### src/rtl/cpu_mem_pkg.sv
// Shared data-memory definitions: access-size encodings, the LSU state enum
// and a helper that maps an access size to its byte count.
package cpu_mem_pkg;

  localparam logic [2:0] SIZE_B  = 3'b000;
  localparam logic [2:0] SIZE_H  = 3'b001;
  localparam logic [2:0] SIZE_W  = 3'b010;
  localparam logic [2:0] SIZE_BU = 3'b100;
  localparam logic [2:0] SIZE_HU = 3'b101;

  typedef enum logic [1:0] {
    LSU_IDLE  = 2'd0,
    LSU_ISSUE = 2'd1,
    LSU_WAIT  = 2'd2,
    LSU_RESP  = 2'd3
  } lsu_state_e;

  // Byte count of an access; the unsigned variants share size[1:0] with the signed ones.
  function automatic logic [2:0] size_bytes(input logic [2:0] size);
    case (size[1:0])
      2'b00:   size_bytes = 3'd1;
      2'b01:   size_bytes = 3'd2;
      default: size_bytes = 3'd4;
    endcase
  endfunction

endpackage

### src/rtl/lsu_align_check.sv
// Combinational size/alignment check for a data access; also used by the
// fetch unit.
module lsu_align_check
  import cpu_mem_pkg::*;
(
  input  logic       wr,
  input  logic [2:0] size,
  input  logic [1:0] addr_lo,
  output logic       illegal,
  output logic       misaligned
);

  always_comb begin
    illegal    = 1'b0;
    misaligned = 1'b0;
    case (size)
      SIZE_B:  illegal = 1'b0;
      SIZE_BU: illegal = wr;
      SIZE_H:  misaligned = addr_lo[0];
      SIZE_HU: begin
        illegal    = wr;
        misaligned = addr_lo[0];
      end
      SIZE_W:  misaligned = |addr_lo;
      default: illegal = 1'b1;
    endcase
  end

endmodule

### src/rtl/load_store_unit.sv
// Data-memory initiator: one request at a time, pre-checked, issued to memory,
// answered with a single-cycle response. Define LSU_MISALIGN_SPLIT_EN to run
// misaligned H/HU/W accesses as sequential byte accesses instead of faulting.
module load_store_unit
  import cpu_mem_pkg::*;
(
  input  logic        CLK,
  input  logic        RST_N,
  input  logic        req_valid,
  output logic        req_ready,
  input  logic        req_wr,
  input  logic [2:0]  req_size,
  input  logic [31:0] req_addr,
  input  logic [31:0] req_wdata,
  output logic        resp_valid,
  output logic [31:0] resp_rdata,
  output logic        resp_exception,
  output logic        mem_en,
  output logic        mem_wr,
  output logic [31:0] mem_addr,
  output logic [2:0]  mem_size,
  output logic [31:0] mem_wdata,
  input  logic [31:0] mem_rdata,
  input  logic        mem_exception
);

  // Handshake: a request transfers on a rising CLK edge where req_valid and
  // req_ready are both high; responses are a one-cycle resp_valid pulse with no backpressure.
  lsu_state_e state;
  logic       r_wr;
  logic       r_exc;
  logic       exc_acc;
  logic       chk_illegal;
  logic       chk_misaligned;
  logic       pre_fail;
  logic       accept;

  lsu_align_check u_align_check (
    .wr        (req_wr),
    .size      (req_size),
    .addr_lo   (req_addr[1:0]),
    .illegal   (chk_illegal),
    .misaligned(chk_misaligned)
  );

  assign req_ready = RST_N && (state == LSU_IDLE);
  assign accept    = req_valid && req_ready;
  assign exc_acc   = r_exc | mem_exception;

`ifdef LSU_MISALIGN_SPLIT_EN
  logic        r_split;
  logic [2:0]  r_size;
  logic [31:0] r_wdata;
  logic [1:0]  byte_idx;
  logic [31:0] result;
  logic [31:0] assembled;
  logic [31:0] split_result;
  logic [31:0] next_wbyte;
  logic        last_byte;

  assign pre_fail   = chk_illegal;
  assign last_byte  = ({1'b0, byte_idx} == (size_bytes(r_size) - 3'd1));
  assign next_wbyte = {24'h0, r_wdata[{byte_idx + 2'd1, 3'b000} +: 8]};

  // Merge the byte arriving now into the partial result, then extend for H/HU.
  always_comb begin
    assembled = result;
    assembled[{byte_idx, 3'b000} +: 8] = mem_rdata[7:0];
    split_result = assembled;
    case (r_size)
      SIZE_H:  split_result = {{16{assembled[15]}}, assembled[15:0]};
      SIZE_HU: split_result = {16'h0, assembled[15:0]};
      default: split_result = assembled;
    endcase
  end
`else
  assign pre_fail = chk_illegal | chk_misaligned;
`endif

  always_ff @(posedge CLK or negedge RST_N) begin
    if (!RST_N) begin
      state          <= LSU_IDLE;
      r_wr           <= 1'b0;
      r_exc          <= 1'b0;
      resp_valid     <= 1'b0;
      resp_exception <= 1'b0;
      resp_rdata     <= 32'h0;
      mem_en         <= 1'b0;
      mem_wr         <= 1'b0;
      mem_addr       <= 32'h0;
      mem_size       <= 3'b000;
      mem_wdata      <= 32'h0;
`ifdef LSU_MISALIGN_SPLIT_EN
      r_split        <= 1'b0;
      r_size         <= 3'b000;
      r_wdata        <= 32'h0;
      byte_idx       <= 2'd0;
      result         <= 32'h0;
`endif
    end else begin
      case (state)
        LSU_IDLE: begin
          if (accept) begin
            r_wr  <= req_wr;
            r_exc <= 1'b0;
            if (pre_fail) begin
              resp_valid     <= 1'b1;
              resp_exception <= 1'b1;
              resp_rdata     <= 32'h0;
              state          <= LSU_RESP;
            end else begin
              mem_en    <= 1'b1;
              mem_wr    <= req_wr;
              mem_addr  <= req_addr;
              mem_size  <= req_size;
              mem_wdata <= req_wdata;
              state     <= LSU_ISSUE;
`ifdef LSU_MISALIGN_SPLIT_EN
              r_split  <= chk_misaligned;
              r_size   <= req_size;
              r_wdata  <= req_wdata;
              byte_idx <= 2'd0;
              result   <= 32'h0;
              if (chk_misaligned) begin
                mem_size  <= req_wr ? SIZE_B : SIZE_BU;
                mem_wdata <= {24'h0, req_wdata[7:0]};
              end
`endif
            end
          end
        end
        LSU_ISSUE: begin
          r_exc  <= exc_acc;
          mem_en <= 1'b0;
          mem_wr <= 1'b0;
          if (r_wr) begin
`ifdef LSU_MISALIGN_SPLIT_EN
            if (r_split && !last_byte) begin
              mem_en    <= 1'b1;
              mem_wr    <= 1'b1;
              mem_addr  <= mem_addr + 32'd1;
              mem_wdata <= next_wbyte;
              byte_idx  <= byte_idx + 2'd1;
            end else begin
              resp_valid     <= 1'b1;
              resp_exception <= exc_acc;
              resp_rdata     <= 32'h0;
              state          <= LSU_RESP;
            end
`else
            resp_valid     <= 1'b1;
            resp_exception <= exc_acc;
            resp_rdata     <= 32'h0;
            state          <= LSU_RESP;
`endif
          end else begin
            state <= LSU_WAIT;
          end
        end
        LSU_WAIT: begin
`ifdef LSU_MISALIGN_SPLIT_EN
          if (r_split && !last_byte) begin
            result   <= assembled;
            byte_idx <= byte_idx + 2'd1;
            mem_en   <= 1'b1;
            mem_addr <= mem_addr + 32'd1;
            state    <= LSU_ISSUE;
          end else begin
            resp_valid     <= 1'b1;
            resp_exception <= r_exc;
            resp_rdata     <= r_exc ? 32'h0 : (r_split ? split_result : mem_rdata);
            state          <= LSU_RESP;
          end
`else
          resp_valid     <= 1'b1;
          resp_exception <= r_exc;
          resp_rdata     <= r_exc ? 32'h0 : mem_rdata;
          state          <= LSU_RESP;
`endif
        end
        LSU_RESP: begin
          resp_valid     <= 1'b0;
          resp_exception <= 1'b0;
          resp_rdata     <= 32'h0;
          state          <= LSU_IDLE;
        end
        default: state <= LSU_IDLE;
      endcase
    end
  end

endmodule

### config.mk
export PLATFORM = sky130hd
export DESIGN_NAME = load_store_unit
export DESIGN_NICKNAME = d
export VERILOG_FILES = /design/src/rtl/cpu_mem_pkg.sv /design/src/rtl/lsu_align_check.sv /design/src/rtl/load_store_unit.sv
export SDC_FILE = /design/constraint.sdc
export NUM_CORES = 1
export LEC_CHECK = 0
export ABC_AREA = 1
export CAP_MARGIN = 5
export CORE_ASPECT_RATIO = 0.6
export CORE_MARGIN = 1.5
export CORE_UTILIZATION = 38
export CTS_BUF_LIST = sky130_fd_sc_hd__clkbuf_16
export DETAILED_ROUTE_END_ITERATION = 8
export PLACE_DENSITY = 0.82
export SYNTH_ARGS = -nofsm -noshare
export SYNTH_HDL_FRONTEND = slang
export SYNTH_SLANG_ARGS = --single-unit
### constraint.sdc
create_clock -name CLK -period 1.6 [get_ports CLK]
set_clock_uncertainty 0.1 [all_clocks]
set_input_delay 0.4 -clock CLK [delete_from_list [all_inputs] [get_ports CLK]]
set_output_delay 0.4 -clock CLK [all_outputs]
set_load 0.01 [all_outputs]
==> results of run 1 <==
[logic make-up (layout without fill, tap and decap cells)]
kind of cell             after synthesis  in the layout  synth area share
flip-flops                           107            107             0.557
AO/OA/AOI/OAI                         14             14            0.0195
buffers and inverters                 78            327            0.0854
AND/OR/NAND/NOR                      353            359             0.325
adder cells (fa/ha/maj)                5              5            0.0130
[cell usage in the layout (no fill, tap or decap)]
cell / count
nor2_1: 32
buf_6: 5
ha_4: 1
clkinv_8: 1
buf_12: 18
nand2_2: 84
clkdlybuf4s50_1: 102
nand2_8: 9
inv_2: 3
inv_1: 40
o22ai_1: 1
nor3_4: 1
clkinv_2: 1
dlygate4sd2_1: 95
clkdlybuf4s15_1: 8
buf_16: 7
inv_6: 1
bufinv_16: 1
nand2_4: 29
buf_4: 22
o21ai_2: 4
nand3_1: 52
nand3_4: 5
nor2_2: 1
buf_8: 4
dfrtp_1: 107
nand4_1: 1
ha_1: 4
inv_8: 1
inv_4: 1
clkinv_1: 1
a21oi_1: 5
clkinv_4: 2
a21oi_4: 2
o21ai_0: 2
nand3_2: 48
nand2_1: 97
clkbuf_16: 14
[worst min-delay path by stage]
stage	start	end	depth (start not counted)
final	RST_N	mem_wdata[4]	3
after global routing	RST_N	mem_addr[28]	3
after CTS	RST_N	state[1]	3
after detailed placement	mem_addr[15]	mem_addr[15]	2
after global placement	mem_wdata[26]	mem_wdata[26]	2
after floorplan	RST_N	mem_addr[0]	0
[critical path: stages]
cell             delay, ns
clkdlybuf4s50_1       0.48
nor2_2                0.19
nand3_4               0.12
nand2_8               0.19
buf_12                0.13
nand2_8               0.09
buf_12                0.17
nand2_4               0.06
nand2_2               0.05
[state kept, by name, indices dropped and copies added, names as in the netlist]
signal and flops:
mem_wdata 32, r_wr 1, mem_addr 32, r_exc 1, resp_rdata 32, state 2
mem_en 1, mem_size 3, resp_exception 1, mem_wr 1, resp_valid 1
[repair_timing]
item | 4_1_cts | 5_1_grt
pin swaps | 25 | 51
setup buffers | 12 | 8
resized for setup | 201 | 145
setup endpoints to repair | 208 | 107
cloned | 13 | 9
[power by group through the flow]
stage               sequential, W  clock (W)  combinational [W]
global route              0.00493    0.00244            0.00818
finish                    0.00480    0.00227            0.00763
floorplan                 0.00509          0            0.00229
detailed placement        0.00458          0            0.00616
global placement          0.00457          0            0.00605
CTS                       0.00462    0.00232            0.00624
[layer usage]
layer  wire length, um  global-route usage  part of all wire
met5                 0                   0                 0
met3              1660              0.0772             0.097
met1              7700               0.333              0.45
met2              7710               0.372              0.45
met4                92              0.0429            0.0054
[metrics by stage]
step,hold slack [ns],util
floorplan,0.00441,-
global placement,0.352,0.591
detailed placement,0.358,0.591
CTS,0.210,0.667
global route,0.229,0.724
finish,0.187,0.724
[cell type report]
type                            instances  area (um^2)
Clock buffer                            9          225
Clock inverter                          7         76.3
Fill cell                             879         3360
Inverter                               45          184
Multi-Input combinational cell        378         2560
Sequential cell                       107         2680
Tap cell                              165          206
Timing Repair Buffer                  266         2890
==> qor.txt, run 1 <==
Critical R2R Launch - state[1]
Final Max Tran Viols - 0
Comb pwr share - 0.519
worst-skew pair later-pin latency - 0.34 ns
clk sinks - 107
vias post-DR - 4848
final WL - 17200 um
post-route setup slack - -0.152 ns
Fmax - 571 MHz
Synth Cell Area - 4810 um^2
vias per inst - 4.96
number of synthesized register bits - 107
H-tree lvl count - 3
die footprint - 13400 um^2
Final Hold Viols - 0
Syn. warnings - 0
RSZ-0062 raised after global routing - yes
reg-to-reg endpoint - resp_rdata[30]
ANT nets after route - 0
Num CTS Buffers - 9
Final Wtd Congestion - 0.815
Tot Pwr - 0.0147 W
TritonCTS clock tree - built
violated checks - negative setup slack
Worst setup endpoint - mem_addr[27]
Total Routing Usage GR - 0.240
Worst-path clk slew - 0.08 ns
P per Cell Area - 1670 nW/um^2
EDFF count, synth - 0
count of final setup violators - 104
DRC viols - 0
chip width - 148 um
reg2reg path depth - 10
r2r setup slk - -0.12 ns
cell count after synthesis - 557
fin crit share - 1.10
Layout area overhead - 83.5%
Critical Path RT - 1.74 ns
Post-DP HPWL - 9440 um
critical path fanouts, max - 8
row count - 31
design area - 8820 um^2
Switching Power - 0.00590 W
most frequent cell after synthesis - nand2_1
starting density of the core - 0.395
sw frac - 0.401
Worst Tran Pin Value - 0.586 ns
Final #Nets - 916
clk buf depth - 2
Core ar. - 12200 um^2
Startpoint Class - primary input
iteration count of the initial detailed-routing pass - 5
DR iter-0 viols - 262
Die Height - 90.1 um
Setup Crit Path Kind - primary input to flip-flop
input/output buffers - 207
Hold Crit Class - primary input to asynchronous set/reset pin
ranking of synthesized cells by area - dfrtp_1 56%, nand2_1 15%, nand3_1 10%
root buffer cell - clkbuf_16
dpl cells - 926
leakage - 4.51 nW
total congestion overflow - 0
placed standard-cell area - 7190 um^2
largest net degree at the start of global routing - 108
area leader, netlist - dfrtp_1
Sequential Power Share - 0.326
Final Critical Period - 1.75 ns
CTS Hold Bufs - 0
post-synthesis async set-or-reset flop share - 1.00
Worst slew margin - 0.609
Max rail drop VDD - 0.000833 V
non-filler cells, final - 977
Synth top cells by count - 198 x nand2_1, 107 x dfrtp_1, 97 x nand3_1, 42 x inv_1, 33 x nor2_1
initial antenna violation count - 0
post-route setup TNS - -8.76 ns
CP Data Arrival Time - 1.89 ns
Worst Setup End Kind - flip-flop
register area share after synthesis - 0.557
antenna fix cells - 0
synth unique cells - 24
Post-Syn Nets - 666
I/O pin total - 208
Crit. Startpoint - req_size[2]
global-route wire length before repair - 25200 um
top_reg_cell synth - dfrtp_1
vias in the first global route - 4769
Place WS - -0.465 ns
layout cell share with drive strength beyond 1 - 0.326
post-synth top area share - 0.557
clock group share of total power - 0.154
Pint - 0.00881 W
Max-Cap Viols - 0
status - finished, violations left
syn avg cell area - 8.63 um^2
routed length per instance - 17.6 um
No activity file was read; power rests on OpenSTA's default activity.
==> run 2: changes to the inputs <==
--- a/config.mk
+++ b/config.mk
@@ -12,6 +12,7 @@
 export CORE_UTILIZATION = 38
 export CTS_BUF_LIST = sky130_fd_sc_hd__clkbuf_16
 export DETAILED_ROUTE_END_ITERATION = 8
+export HOLD_SLACK_MARGIN = 0.08
 export PLACE_DENSITY = 0.82
 export SYNTH_ARGS = -nofsm -noshare
 export SYNTH_HDL_FRONTEND = slang
==> results of run 2 <==
Same layout as run 1: the final DEF is identical, and so are final timing and power.
==> run 3: changes to the inputs <==
--- a/config.mk
+++ b/config.mk
@@ -12,6 +12,8 @@
 export CORE_UTILIZATION = 38
 export CTS_BUF_LIST = sky130_fd_sc_hd__clkbuf_16
 export DETAILED_ROUTE_END_ITERATION = 8
+export GPL_ROUTABILITY_DRIVEN = 0
+export GPL_TIMING_DRIVEN = 0
 export HOLD_SLACK_MARGIN = 0.08
 export PLACE_DENSITY = 0.82
 export SYNTH_ARGS = -nofsm -noshare
==> run 3 against run 2 <==
The run ends with negative hold slack, negative setup slack left. Flip-flop and latch count stayed put. First-iteration DRC count increased by 5.0%. Via count grew 5.0%. Sequential power grew 1%. Critical endpoint is now mem_wdata[3]. Register-to-register slack lost 0.08 ns.
==> qor.txt, run 3 (same netlist as run 1, synthesis figures left out) <==
ANT nets after route - 0
Num CTS Buffers - 9
Final Max Tran Viols - 0
CP Data Arrival Time - 1.93 ns
vias per inst - 5.08
Final #Nets - 941
dpl cells - 930
clk buf depth - 2
post-route setup TNS - -11.99 ns
P per Cell Area - 1690 nW/um^2
filler instances - 778
global-route wire length before repair - 27300 um
input/output buffers - 207
layout cell share with drive strength beyond 1 - 0.398
placed standard-cell area - 7120 um^2
DRC viols - 0
RSZ-0062 raised after global routing - yes
Max-Cap Viols - 0
critical path fanouts, max - 5
design area - 9310 um^2
Hold Crit Class - primary input to asynchronous set/reset pin
most frequent cells in the layout - 106 x dfrtp_1, 99 x clkdlybuf4s50_1, 96 x dlygate4sd2_1
final WL - 19100 um
Final Critical Period - 1.80 ns
Worst-path clk slew - 0.08 ns
area of the multi-input gates - 2680 um^2
non-filler cells, final - 1001
violated checks - negative hold slack, negative setup slack
TritonCTS clock tree - built
total congestion overflow - 0
Worst Setup End Kind - flip-flop
antenna fix cells - 0
Layout area overhead - 93.7%
vias in the first global route - 4976
Reg area - 2680 um^2
post-route setup slack - -0.199 ns
status - finished, violations left
Fmax - 556 MHz
largest net degree at the start of global routing - 52
commonest non-fill, non-tap cell in the layout - dfrtp_1
starting density of the core - 0.395
routed length per instance - 19.1 um
Die Height - 90.1 um
row count - 31
Post-DP HPWL - 10000 um
Core ar. - 12200 um^2
H-tree lvl count - 3
Final Hold Viols - 49
CP max stage delay - 0.43 ns
vias post-DR - 5089
worst-skew pair later-pin latency - 0.34 ns
iteration count of the initial detailed-routing pass - 4
initial antenna violation count - 0
Post-Route M1 WL - 8210 um
met3 WL - 1620 um
I/O pin total - 208
hold_ws - -0.177 ns
Startpoint Class - flip-flop
Setup Crit Path Kind - flip-flop to flip-flop
leakage - 4.77 nW
metal2 WL - 8960 um
Worst path slowest cell - dfrtp_2
max layer used - met4
DR iter-0 viols - 275
Tot Pwr - 0.0157 W
count of final setup violators - 106
root buffer cell - clkbuf_16
largest registers - mem_addr: 32 flops, mem_wdata: 32 flops, resp_rdata: 32 flops
Worst Tran Pin Value - 0.300 ns
Max rail drop VDD - 0.000854 V
Crit path max-delay family - buffers and inverters
critical path cell sequence - inv_4 -> ha_4 -> nand2_2 -> inv_2 -> buf_6 -> nand2_4 -> inv_8 -> buf_12 -> buf_12 -> nand2_8 -> buf_8 -> nand2_2 -> nand2_1
fin crit share - 1.12
die footprint - 13400 um^2
chip width - 148 um
clk sinks - 107
Buf/Inv on CP - 7
Worst slew margin - 0.800
Total Routing Usage GR - 0.267
Critical Path RT - 1.73 ns
==> run 3: cell types whose count changed in the layout (fill, tap and decap cells not counted), sizes merged, moves of 3 or more <==
cell and delta:
buf +25, clkinv -4, clkbuf +3, clkdlybuf4s50 -3
nand2 -3
==> run 3: what timing repair did <==
item,in CTS,in global routing
hold endpoints to repair,49,49
buffers inserted,34,6
setup endpoints to repair,210,108
gates cloned,21,4
gates resized for setup,296,169
pin swaps,54,68
==> run 3: final cells by class <==
class / instances / area share
timing repair buffer: 263 / 0.308
sequential: 107 / 0.288
multi-input combinational: 375 / 0.287
buffer: 31 / 0.0415
clock buffer: 9 / 0.0242
tap: 165 / 0.0222
inverter: 45 / 0.0195
clock inverter: 6 / 0.00901
==> run 3: worst paths after layout <==
| check | startpoint | to | slack [ns] | cells after the start |
|---|---|---|---|---|
| max in group asynchronous | RST_N | state[1] | 0.96 | 2 |
| min in group CLK | req_addr[1] | mem_addr[1] | 0.38 | 3 |
| min | RST_N | resp_rdata[11] | -0.18 | 1 |
| min reg2reg | mem_addr[4] | mem_addr[4] | 0.38 | 2 |
| max | state[1] | mem_wdata[3] | -0.20 | 13 |
| max reg2reg | state[1] | mem_wdata[3] | -0.20 | 13 |
==> run 3: power by group <==
group          internal [W]  switching, W  total (W)
Combinational       0.00421       0.00423    0.00845
Sequential          0.00389      0.000967    0.00486
Clock               0.00136       0.00103    0.00239
==> run 3: worst register-to-register path: stages (launching register included) <==
cell and delay, ns:
dfrtp_2 0.43, inv_4 0.08, ha_4 0.14, nand2_2 0.05
inv_2 0.06, buf_6 0.09, nand2_4 0.06, inv_8 0.08
buf_12 0.12, buf_12 0.10, nand2_8 0.08, buf_8 0.15
nand2_2 0.07, nand2_1 0.06
==> run 3: metrics by stage <==
step	util	setup slack, ns	hold WS [ns]
after floorplan	-	0.000932	0.00441
after global placement	0.583	-4.42	0.352
after detailed placement	0.585	-1.02	0.357
after CTS	0.713	-0.184	-0.176
after global routing	0.764	-0.260	-0.170
final	0.764	-0.199	-0.177
==> run 3: routing by layer <==
layer / vias up / GRT usage
li1: 2306 / -
met1: 2530 / 0.372
met2: 222 / 0.404
met3: 31 / 0.0873
met4: 0 / 0.0619
met5: - / 0
